$ cat src/rtl/fanout_pkg.sv
// Shared defaults and types for the fanout fork stage.
package fanout_pkg;

    localparam int FANOUT_NUM_OUT_DEFAULT = 6;
    localparam int FANOUT_DATA_W_DEFAULT  = 17;

    typedef logic [FANOUT_NUM_OUT_DEFAULT-1:0] fanout_mask_t;

endpackage

$ cat src/rtl/fanout_fifo2.sv
// Two-entry input buffer for the fanout fork; slot0 is always the head.
module fanout_fifo2
    import fanout_pkg::*;
#(
    parameter int DATA_W = FANOUT_DATA_W_DEFAULT
) (
    input  logic              clk,
    input  logic              reset,
    input  logic              push,
    input  logic              pop,
    input  logic [DATA_W-1:0] din,
    output logic [DATA_W-1:0] head,
    output logic              head_valid,
    output logic              full
);

    logic [1:0]        count;
    logic [DATA_W-1:0] slot0;
    logic [DATA_W-1:0] slot1;

    always_ff @(posedge clk or posedge reset) begin
        if (reset) begin
            count <= 2'd0;
        end else begin
            unique case ({push, pop})
                2'b10:   count <= count + 2'd1;
                2'b01:   count <= count - 2'd1;
                default: count <= count;
            endcase
        end
    end

    // Storage is not reset; occupancy alone decides what is meaningful.
    always_ff @(posedge clk) begin
        if (pop) begin
            slot0 <= (count == 2'd2) ? slot1 : din;
            if (push) begin
                slot1 <= din;
            end
        end else if (push) begin
            if (count == 2'd0) begin
                slot0 <= din;
            end else begin
                slot1 <= din;
            end
        end
    end

    assign head       = slot0;
    assign head_valid = (count != 2'd0);
    assign full       = (count == 2'd2);

endmodule

$ cat src/rtl/fanout_fork.sv
// Eager fork: broadcasts each buffered token to all participating outputs.
// Optional retired-token counter enabled by the FANOUT_STATS_EN macro.
module fanout_fork
    import fanout_pkg::*;
#(
    parameter int NUM_OUT = FANOUT_NUM_OUT_DEFAULT,
    parameter int DATA_W  = FANOUT_DATA_W_DEFAULT
) (
    input  logic               clk,
    input  logic               reset,
    input  logic [DATA_W-1:0]  in_data,
    input  logic               in_valid,
    output logic               in_ready,
    input  logic [NUM_OUT-1:0] route_en,
    input  logic [NUM_OUT-1:0] route_sel,
    output logic [DATA_W-1:0]  out_data,
    output logic [NUM_OUT-1:0] out_valid,
    input  logic [NUM_OUT-1:0] out_ready
`ifdef FANOUT_STATS_EN
    ,
    output logic [15:0]        token_count
`endif
);

    logic [NUM_OUT-1:0] mask;
    logic [NUM_OUT-1:0] sent;
    logic [DATA_W-1:0]  head;
    logic               head_valid;
    logic               full;
    logic               push;
    logic               complete;

    // in_ready comes from buffer occupancy only, never from out_ready.
    assign in_ready = ~full & ~reset;
    assign push     = in_valid & in_ready;

    fanout_fifo2 #(
        .DATA_W(DATA_W)
    ) u_fifo (
        .clk       (clk),
        .reset     (reset),
        .push      (push),
        .pop       (complete),
        .din       (in_data),
        .head      (head),
        .head_valid(head_valid),
        .full      (full)
    );

    assign mask      = route_en & route_sel;
    assign out_valid = {NUM_OUT{head_valid}} & mask & ~sent;
    assign out_data  = head_valid ? head : '0;
    // An output is done if it does not participate, already took the token, or takes it now.
    assign complete  = head_valid & (&(~mask | sent | out_ready));

    always_ff @(posedge clk or posedge reset) begin
        if (reset) begin
            sent <= '0;
        end else if (complete) begin
            sent <= '0;
        end else begin
            sent <= sent | (out_valid & out_ready);
        end
    end

`ifdef FANOUT_STATS_EN
    function automatic logic [15:0] wrap_inc(input logic [15:0] v);
        return v + 16'd1;
    endfunction

    always_ff @(posedge clk or posedge reset) begin
        if (reset) begin
            token_count <= 16'd0;
        end else if (complete && (|mask)) begin
            token_count <= wrap_inc(token_count);
        end
    end
`endif

endmodule

$ cat config.mk
export PLATFORM = sky130hd
export DESIGN_NAME = fanout_fork
export DESIGN_NICKNAME = d
export VERILOG_FILES = /design/src/rtl/fanout_pkg.sv /design/src/rtl/fanout_fifo2.sv /design/src/rtl/fanout_fork.sv
export SDC_FILE = /design/constraint.sdc
export NUM_CORES = 1
export LEC_CHECK = 0
export CAP_MARGIN = 20
export CORE_MARGIN = 5
export CORE_UTILIZATION = 41
export DETAILED_ROUTE_END_ITERATION = 8
export GPL_ROUTABILITY_DRIVEN = 0
export GPL_TIMING_DRIVEN = 0
export PLACE_DENSITY = 0.75
export SYNTH_ARGS = -nofsm -noshare
export SYNTH_HDL_FRONTEND = slang
export SYNTH_SLANG_ARGS = --single-unit
$ cat constraint.sdc
create_clock -name clk -period 2.2 [get_ports clk]
set_input_delay 0.66 -clock clk [delete_from_list [all_inputs] [get_ports clk]]
set_output_delay 0.66 -clock clk [all_outputs]
set_load 0.1 [all_outputs]
==> flow_metrics.tcl, run 1 <==
set metrics [dict create \
    path_buf_inv 3 \
    antenna_cells 0 \
    synth_nets 173 \
    ir_worst_vdd_mv 1.04 \
    wl_met2_um 2560 \
    rows 24 \
    antenna_found_initial 0 \
    gr-total-overflow 0 \
    max_freq_ghz 0.445 \
    synthXorXnorAreaFrac 0.0138 \
    ys.flop_type "edfxtp_1" \
    slew_violations 0 \
    avgSynthCellArea_um2 14.2 \
    placeableCoreArea_mm2 0.00444 \
    fin_area_mm2 0.00327 \
    worstSetupPathType "reg -> out" \
    start_kind "flip-flop" \
    cts_buffers 5 \
    fin_nets 263 \
    cellLeakagePower_nw 1.34 \
    dieArea_mm2 0.00611 \
    critPathRequiredTime_ps 1540 \
    cp.arrival_ps 1590 \
    die_w_um 78.2 \
    synth_cell_types 27 \
    syn_inst 134 \
    clk_latency_ps 290 \
    cts_tree "done" \
    area_delta_synth_final_pct 71.9 \
    synth_top_family_by_area "simple AND/OR/NAND/NOR gates" \
    outcome "complete, but fails checks" \
    ys_warn_count 0 \
    maxCapViolCount 0 \
    netlist_area_mm2 0.00190 \
    port_buffers 61 \
    multi_input_area_um2 838 \
    ys_async_sr_fraction 0.190 \
    drt_pass1_iterations 4 \
    cp_slowest_stage_delay_ps 420 \
    critPathSlowestCell "dfrtp_2" \
    dr.first_iter.drc_count 38 \
    end_kind "output pin" \
    io_pins 62 \
    wirelength_met1_um 1920 \
    synth_compound_area_frac 0.0335 \
    yosys_register_bits 42 \
    clockRootBuffer "clkbuf_8" \
    finClkSkew_ps 4.12 \
    finalPower_w 0.00539 \
    placed_area_mm2 0.00267 \
    ys_seq_area_frac 0.641 \
    wl_met3_um 340 \
    post-dp-hpwl_um 3000 \
    path_clk_slew_ps 70 \
    maxSlewHeadroom 0.450 \
    via_per_inst 5.07 \
    grt_max_degree 18 \
    yosys.area_share.adder 0.00657 \
    path_delay_family "buffers and inverters" \
    initial_core_util 0.428 \
    power.density_mw_per_mm2 1650 \
    drc 0 \
    dr.max_layer_used "met4" \
    worst_slack_ps -45.3 \
    violations "setup timing" \
    vias 1398 \
    path_cells "or2_4 -> buf_8 -> clkbuf_16 -> and2_4 -> buf_12" \
    grt_pass1_wl_um 7410 \
    final_layout_size_suffix_gt1_frac 0.469 \
    wl_per_cell_um 17.7 \
    die_h_um 78.2 \
    worst_slew_pin_slew_ps 826 \
    synthSimpleGateAreaFrac 0.168 \
    finalCritPeriodShare 1.02 \
    seqCellArea_mm2 0.00122 \
    clock_sinks 42 \
    hold_path.class "in -> async" \
    finalWorstPathRequiredPeriod_ps 2250 \
    nFillCells 276 \
    routed_wirelength_um 4890 \
    grt_pass1_vias 1483 \
    finalHoldViolCount 0 \
    grt_usage 0.160 \
    synth.mux.area_fraction 0.120 \
    ant_nets 0 \
    synth_edf_count 34 \
    finalSetupViolCount 9 \
    htreeDepth 2 \
    rsz0062_at_grt "true" \
    critPathMaxFanout 6 \
    cts_max_path_buffers 2 \
]
==> kinds of logic after synthesis <==
logic type                 Yosys count
muxes                               17
adders and majority gates            1
xor gates and xnor gates             3
DFF                                 42
buffers and inverters                6
and+or+nand+nor                     55
AOI/OAI and AO/OA                   10
==> per-layer routing <==
metal / GRT usage / vias up
met5: 0 / -
met4: 0.0629 / 0
met3: 0.0481 / 4
met2: 0.289 / 60
met1: 0.175 / 665
li1: - / 669
==> cells in the final DEF (no fill, tap or decap), types with 7 or more instances in the layout <==
master           netlist  final
edfxtp_1              34     34
clkdlybuf4s50_1        0     20
buf_12                 0     18
buf_4                  0     18
nor2_1                15     13
mux2_4                10     10
dlygate4sd2_1          0     10
buf_6                  1      9
and2_4                 0      9
and2_1                18      8
mux2_1                 7      7
dfrtp_1                8      7
==> power breakdown <==
part	switching, W	leakage [nW]	internal, W
Clock	0.000246	0.0517	0.000328
Sequential	0.000117	0.423	0.00112
Combinational	0.00217	0.869	0.00140
==> flip-flops by register name, indices dropped and copies added, names as in the netlist <==
| signal | count |
|---|---|
| sent | 6 |
| u_fifo.count | 2 |
| u_fifo.head | 17 |
| u_fifo.slot1 | 17 |
==> cell usage after synthesis, types with 3 or more instances <==
| cell type | count | area share |
|---|---|---|
| and2_1 | 18 | 0.059 |
| edfxtp_1 | 34 | 0.54 |
| mux2_1 | 7 | 0.041 |
| dfrtp_1 | 8 | 0.11 |
| clkbuf_1 | 3 | 0.0059 |
| nor3_1 | 6 | 0.016 |
| nor2_1 | 15 | 0.030 |
| mux2_4 | 10 | 0.079 |
| a21oi_1 | 6 | 0.016 |
| nor4bb_1 | 3 | 0.016 |
| nand2_1 | 6 | 0.012 |
==> timing repair <==
action                                  CTS  global route
cloned                                    1             3
buffers inserted                         11             7
hold endpoints to repair                  0             0
endpoints found under the setup margin   77            40
resized for setup                       230            40
hold buffers                              0             0
pin swaps                                13            19
==> worst min-delay path: stages <==
cell           delay, ps
dlygate4sd2_1        260
clkinvlp_4            80
buf_4                180
==> worst paths after layout <==
| path | depth (start not counted) | startpoint | slack [ps] | to |
|---|---|---|---|---|
| max reg2reg | 7 | sent[4] | 190 | u_fifo.head[15] |
| min reg2reg | 1 | u_fifo.slot1[16] | 540 | u_fifo.head[16] |
| min | 3 | reset | 540 | u_fifo.count[0] |
| min in group clk | 1 | u_fifo.slot1[16] | 540 | u_fifo.head[16] |
| max | 5 | u_fifo.count[0] | -50 | out_data[12] |
| max in group asynchronous | 3 | reset | 1510 | u_fifo.count[0] |
==> stage by stage <==
stage / hold WS (ps) / setup WS, ps / util / setup TNS, ps / std cells
CTS: 541 / -109 / 0.699 / -882 / 266
global route: 551 / -98.0 / 0.736 / -928 / 276
global placement: 494 / -1160 / 0.601 / -49170 / 247
detailed placement: 511 / -1190 / 0.601 / -48330 / 247
finish: 539 / -45.3 / 0.736 / -294 / 276
floorplan: 478 / -180 / - / -3080 / 134
==> final cells by class <==
class | instances | area share
buffer | 5 | 0.0279
clock buffer | 5 | 0.0210
clock inverter | 2 | 0.0103
inverter | 1 | 0.00229
multi-input combinational | 87 | 0.256
sequential | 42 | 0.373
tap | 52 | 0.0199
timing repair buffer | 82 | 0.289
Note: power is estimated with default switching activity, not from simulation.
==> run 2, diff against run 1 <==
--- a/config.mk
+++ b/config.mk
@@ -12,6 +12,7 @@
 export GPL_ROUTABILITY_DRIVEN = 0
 export GPL_TIMING_DRIVEN = 0
 export PLACE_DENSITY = 0.75
+export SLEW_MARGIN = 5
 export SYNTH_ARGS = -nofsm -noshare
 export SYNTH_HDL_FRONTEND = slang
 export SYNTH_SLANG_ARGS = --single-unit
==> results of run 2 <==
Same layout as run 1: the final DEF is identical, and so are final timing and power.
==> RTL change 1: new RTL, flow settings as in run 1 <==
Build with the macro `FANOUT_STATS_EN` defined.
--- a/src/rtl/fanout_fork.sv
+++ b/src/rtl/fanout_fork.sv
@@ -1,5 +1,7 @@
 // Eager fork: broadcasts each buffered token to all participating outputs.
 // Optional retired-token counter enabled by the FANOUT_STATS_EN macro.
+`define FANOUT_STATS_EN
+
 module fanout_fork
     import fanout_pkg::*;
 #(
Check against the original RTL (old outputs only; new: token_count): equivalent (Yosys induction, for registers that start in step).
==> RTL change 1 against run 1 <==
  * The run now ends clean
  * Design area increased by 30%
  * Setup slack improved by 52 ps
  * Register-to-register slack got worse by 80 ps
  * Sequential cell count rose by 16
  * Critical path depth fell by 1
  * Wire length increased by 27%
  * Clock skew increased by 1.9 ps
  * Non-clock buffer count grew 9
  * Area after synthesis up 42%
  * Highest routed layer unchanged
Power is left out: the tool's default activity adds up to more than one toggle a clock period on the data nets, which glitch-free logic cannot reach.
==> RTL change 1: results (changes against run 1) <==
H-tree levels 3 (+1); synthesized net count 241 (+39%); Fill cells 497 (+80%); CTS Buffer Depth 2 (unchanged); vias in the first global route 2084 (+41%); Routed Wire Length 6220 um (+27%); Initial DRC Count 42 (+11%); critical path's slowest cell dfrtp_2; number of library cell types mapped by synthesis 36 (+33%); gr usage total 15.8% (-0.22 points); largest cells by area after synthesis edfxtp_1 38%, dfrtp_1 22%, mux2_4 5.5%, xor2_1 4.2%, and2_1 3.9%; status completed; Post-Syn Instances 201 (+50%); PortBufs 77 (+26%); share of cells above drive strength 1 45.8% (-1.1 points); nets@finish 345 (+31%); Worst Clk Skew 6.02 ps (+1.90 ps); number of CTS-inserted buffers 9 (+4); Worst-Skew Late Latency 330 ps (+40 ps); placed cell count 355 (+44%); Max-slew headroom 60.9% (+16 points); via count 1965 (+41%); number of diodes 0 (unchanged); HP Class reg -> reg; Via density 5.08 (+0.24%); HPWL Detailed 4180 um (+39%); Worst-path clk slew 70 ps (about the same); Root Buffer clkbuf_8; met1 usage 18.8% (+1.3 points); pre-CTS setup slack -1060 ps (+127 ps); Post-synth top cells 34 x edfxtp_1, 24 x dfrtp_1, 17 x and2_1; Yosys warnings 0 (unchanged); grt met3 use 6.69% (+1.9 points); Arr. time, crit path 1530 ps (-60 ps); M2 GR Usage 25.4% (-3.6 points); pin count of the biggest net entering global routing 18 (unchanged); initial antenna violation count 0 (unchanged); Seq/Total Area, Yosys 59.9% (-4.2 points); Worst Path Max Fanout 6 (unchanged); DR pass1 iterations 4 (unchanged); first-pass GRT wire length 10300 um (+38%); EDFF count, synth 34 (unchanged); asr flop ratio synth 41.4% (+22 points); CP max stage delay 440 ps (+20 ps)
-- RTL change 1: routing by layer --
| metal | part of all wire (%) | wire length (um) |
|---|---|---|
| met1 | 41 | 2560 |
| met2 | 50 | 3120 |
| met3 | 7.7 | 478 |
| met4 | 1.0 | 65 |
| met5 | 0 | 0 |
-- RTL change 1: per-stage QoR --
step,instance area (um2),hold WS (ps),setup TNS [ps]
final,4250,475,0
after global routing,4250,511,-373
after CTS,4230,470,-318
after detailed placement,3670,461,-68020
after global placement,3670,456,-65970
after floorplan,2810,485,-1860
-- RTL change 1: path summary, 6_finish.rpt --
path | from | to | slack (ps) | cells after the start
worst max-delay path | u_fifo.count[0] | out_data[13] | 6 | 4
worst min-delay path | token_count[15] | token_count[15] | 470 | 1
worst max register to register | sent[0] | u_fifo.count[1] | 110 | 9
worst min register to register | token_count[15] | token_count[15] | 470 | 1
max in group asynchronous | reset | sent[3] | 1280 | 2
min in group asynchronous | reset | token_count[15] | 530 | 2
-- RTL change 1: cells by family (layout without fill, tap and decap cells) --
group,after synthesis,count (layout),synth area share (%)
fa+ha+maj,2,2,0.924
compound gates,10,11,2.31
buf+inv,9,116,1.85
flops,58,58,59.9
mux,18,18,8.88
xor+xnor,18,18,5.83
simple gates,86,87,20.3
-- RTL change 1: layout make-up --
| cell class | count | area share (%) |
|---|---|---|
| Clock buffer | 14 | 4.06 |
| Sequential cell | 58 | 38.2 |
| Buffer | 5 | 1.91 |
| Timing Repair Buffer | 91 | 23.2 |
| Tap cell | 77 | 2.27 |
| Timing Repair inverter | 1 | 0.118 |
| Clock inverter | 2 | 0.294 |
| Multi-Input combinational cell | 136 | 29.6 |
| Inverter | 3 | 0.353 |
-- RTL change 1: what timing repair did --
action	4_1_cts	5_1_grt
cloned	6	0
setup endpoints to repair	101	45
buffers inserted	10	2
resized for setup	292	16
pin swaps	17	5
endpoints found under the hold margin	0	0
-- RTL change 1: worst max-delay path: cells and delay by family, from the launching register on --
kind,cells,cell delay [ps]
simple gates,2,440
flops,1,440
buf+inv,2,320
==> RTL change 2: new RTL, settings of run 1 <==
Without the edit above. Change the package constant `FANOUT_NUM_OUT_DEFAULT` from 6 to 12.
--- a/src/rtl/fanout_pkg.sv
+++ b/src/rtl/fanout_pkg.sv
@@ -1,7 +1,7 @@
 // Shared defaults and types for the fanout fork stage.
 package fanout_pkg;
 
-    localparam int FANOUT_NUM_OUT_DEFAULT = 6;
+    localparam int FANOUT_NUM_OUT_DEFAULT = 12;
     localparam int FANOUT_DATA_W_DEFAULT  = 17;
 
     typedef logic [FANOUT_NUM_OUT_DEFAULT-1:0] fanout_mask_t;
Ports: changed (resized out_ready, out_valid, route_en and route_sel); port bits go from 62 to 86. No check against the original RTL was run, so the function may have changed too.
==> RTL change 2 against run 1 <==
  * The flow still finishes with violations (negative setup slack)
  * Setup slack about the same
  * Synthesized cell count increased by 30%
  * Total power is 17% higher
  * Utilization increased by 5.2 points
  * Final cell count increased by 29%
  * Largest power group unchanged
  * Sequential power up 23%
  * First-iteration DRC count grew 110%
  * Wire length up 34%
  * Area after synthesis rose by 17%
  * Sequential cell count rose by 6
  * Design area increased by 25%
  * Register-to-register slack got worse by 130 ps
==> RTL change 2: results (changes against run 1) <==
status complete, but fails checks; failing checks negative setup slack; number of diodes 0 (unchanged); CP Capture Type flip-flop; CTS Buffer Depth 2 (unchanged); Root Buffer clkbuf_8; reg2reg end u_fifo.count[1]; Area after DPL 3340 um2 (+25%); register-to-register setup slack 60 ps (-130 ps); Initial DRC Count 81 (+110%); CP max stage delay 270 ps (-150 ps); pin count of the biggest net entering global routing 18 (unchanged); Max-slew headroom 72.9% (+28 points); Worst Path Max Fanout 4 (-2); gr usage total 18.1% (+2.1 points); largest cells by area after synthesis edfxtp_1 46%, dfrtp_1 16%, mux2_4 6.8%, and2_1 5.1%, nor2_1 4.1%; PortBufs 85 (+39%); Fill cells 308 (+12%); crit share post-route 102% (about the same); Worst VDD drop 0.00125 V (+20%); via count 1842 (+32%); R2R depth 10 (+3); initial antenna violation count 0 (unchanged); Critical Path Source Type primary input; asr flop ratio synth 29.2% (+10 points); Fin. Hold Viols 0 (unchanged); Setup-failing EPs final 10 (+1); Arr. time, crit path 2470 ps (+880 ps); DR pass1 iterations 4 (unchanged); Post-synth top cells 34 x edfxtp_1, 24 x nor2_1, 18 x and2_1; reg2reg start sent[8]; routed length per instance 18.4 um (+3.6%); HPWL Detailed 4070 um (+36%); worst setup margin -44.9 ps (+0.391 ps); number of library cell types mapped by synthesis 30 (+11%); Post-Syn Instances 174 (+30%); HP Class in -> async; Critical Path Start out_ready[3]; first-pass GRT wire length 10000 um (+35%); Leak Pwr 0.00167 uW (+24%); Worst-path clk slew 100 ps (+30 ps); Sum Neg Setup Slack -82.2 ps (+212 ps); DRC viols 0 (unchanged); share of cells above drive strength 1 53.3% (+6.4 points); H-tree levels 2 (unchanged); synthesized net count 231 (+34%); placed cell count 329 (+33%); Worst-Skew Late Latency 310 ps (+20 ps); Layout Cells excl Fill 357 (+29%); Worst Clk Skew 16.3 ps (+12.2 ps); nets@finish 343 (+30%); ys flop type edfxtp_1; EDFF count, synth 34 (unchanged); vias in the first global route 1959 (+32%); Seq/Total Area, Yosys 61.7% (-2.4 points); critical path's slowest cell or2_2
==> RTL change 2: cell count changes after synthesis, sizes merged, moves of 2 or more <==
cell / change
a21oi: +4
a41oi: +2
clkbuf: +2
dfrtp: +6
nand2: +6
nor2: +9
nor3: +7
o311ai: +2
or2: +2
==> RTL change 2: cell type report <==
class	count	share of cell area, %
Clock buffer	7	2.12
Tap cell	70	2.15
Buffer	6	1.93
Clock inverter	1	0.184
Timing Repair Buffer	104	29.4
Sequential cell	48	33.7
Multi-Input combinational cell	120	30.3
Inverter	1	0.184
==> RTL change 2: logic make-up after synthesis <==
logic type	synth area share (%)
simple gates	19.3
flops	61.7
compound gates	5.46
mux	10.3
buf+inv	1.52
xor+xnor	1.18
fa+ha+maj	0.563
==> RTL change 2: repair_timing <==
action,CTS,global route
gates cloned,2,0
endpoints found under the setup margin,92,61
gates resized for setup,320,82
setup buffers,13,5
pin swaps,22,14
==> RTL change 2: per-layer routing <==
layer	wire length, um	GRT usage, %	vias up
met5	0	0	-
met4	70	5.12	0
met3	405	5.13	7
met2	3420	31.7	78
met1	2660	21.6	891
li1	-	-	866
==> RTL change 2: where the power goes <==
group          leakage, uW  total (uW)  switching, uW  internal, uW
Clock            0.0000445         545            289           256
Sequential        0.000493        1520            229          1290
Combinational      0.00113        4230           2530          1690
==> RTL change 2: worst min path at each step <==
| stage | cells past startpoint | start | slack, ps | endpoint |
|---|---|---|---|---|
| after floorplan | 1 | u_fifo.count[1] | 490 | u_fifo.count[1] |
| after CTS | 1 | u_fifo.count[1] | 530 | u_fifo.count[1] |
| after global routing | 3 | reset | 550 | sent[9] |
| after global placement | 1 | u_fifo.count[1] | 510 | u_fifo.count[1] |
| after detailed placement | 1 | u_fifo.count[1] | 530 | u_fifo.count[1] |
| final | 3 | reset | 540 | sent[6] |
==> RTL change 2: worst max-delay path: cells and delay by family <==
kind / cells / cell delay [ps]
buffers and inverters: 3 / 590
XOR/XNOR: 2 / 320
adder cells (fa/ha/maj): 1 / 170
AO/OA/AOI/OAI: 2 / 320
AND/OR/NAND/NOR: 3 / 410
==> RTL change 2: through the flow <==
step / util (%) / total power [uW] / worst slack (ps)
final: 78.9 / 6290 / -44.9
after floorplan: - / 3870 / -292
after global placement: 64.7 / 4550 / -1420
after detailed placement: 64.7 / 4590 / -1430
after CTS: 73.8 / 5620 / -89.8
after global routing: 78.9 / 6540 / -93.1
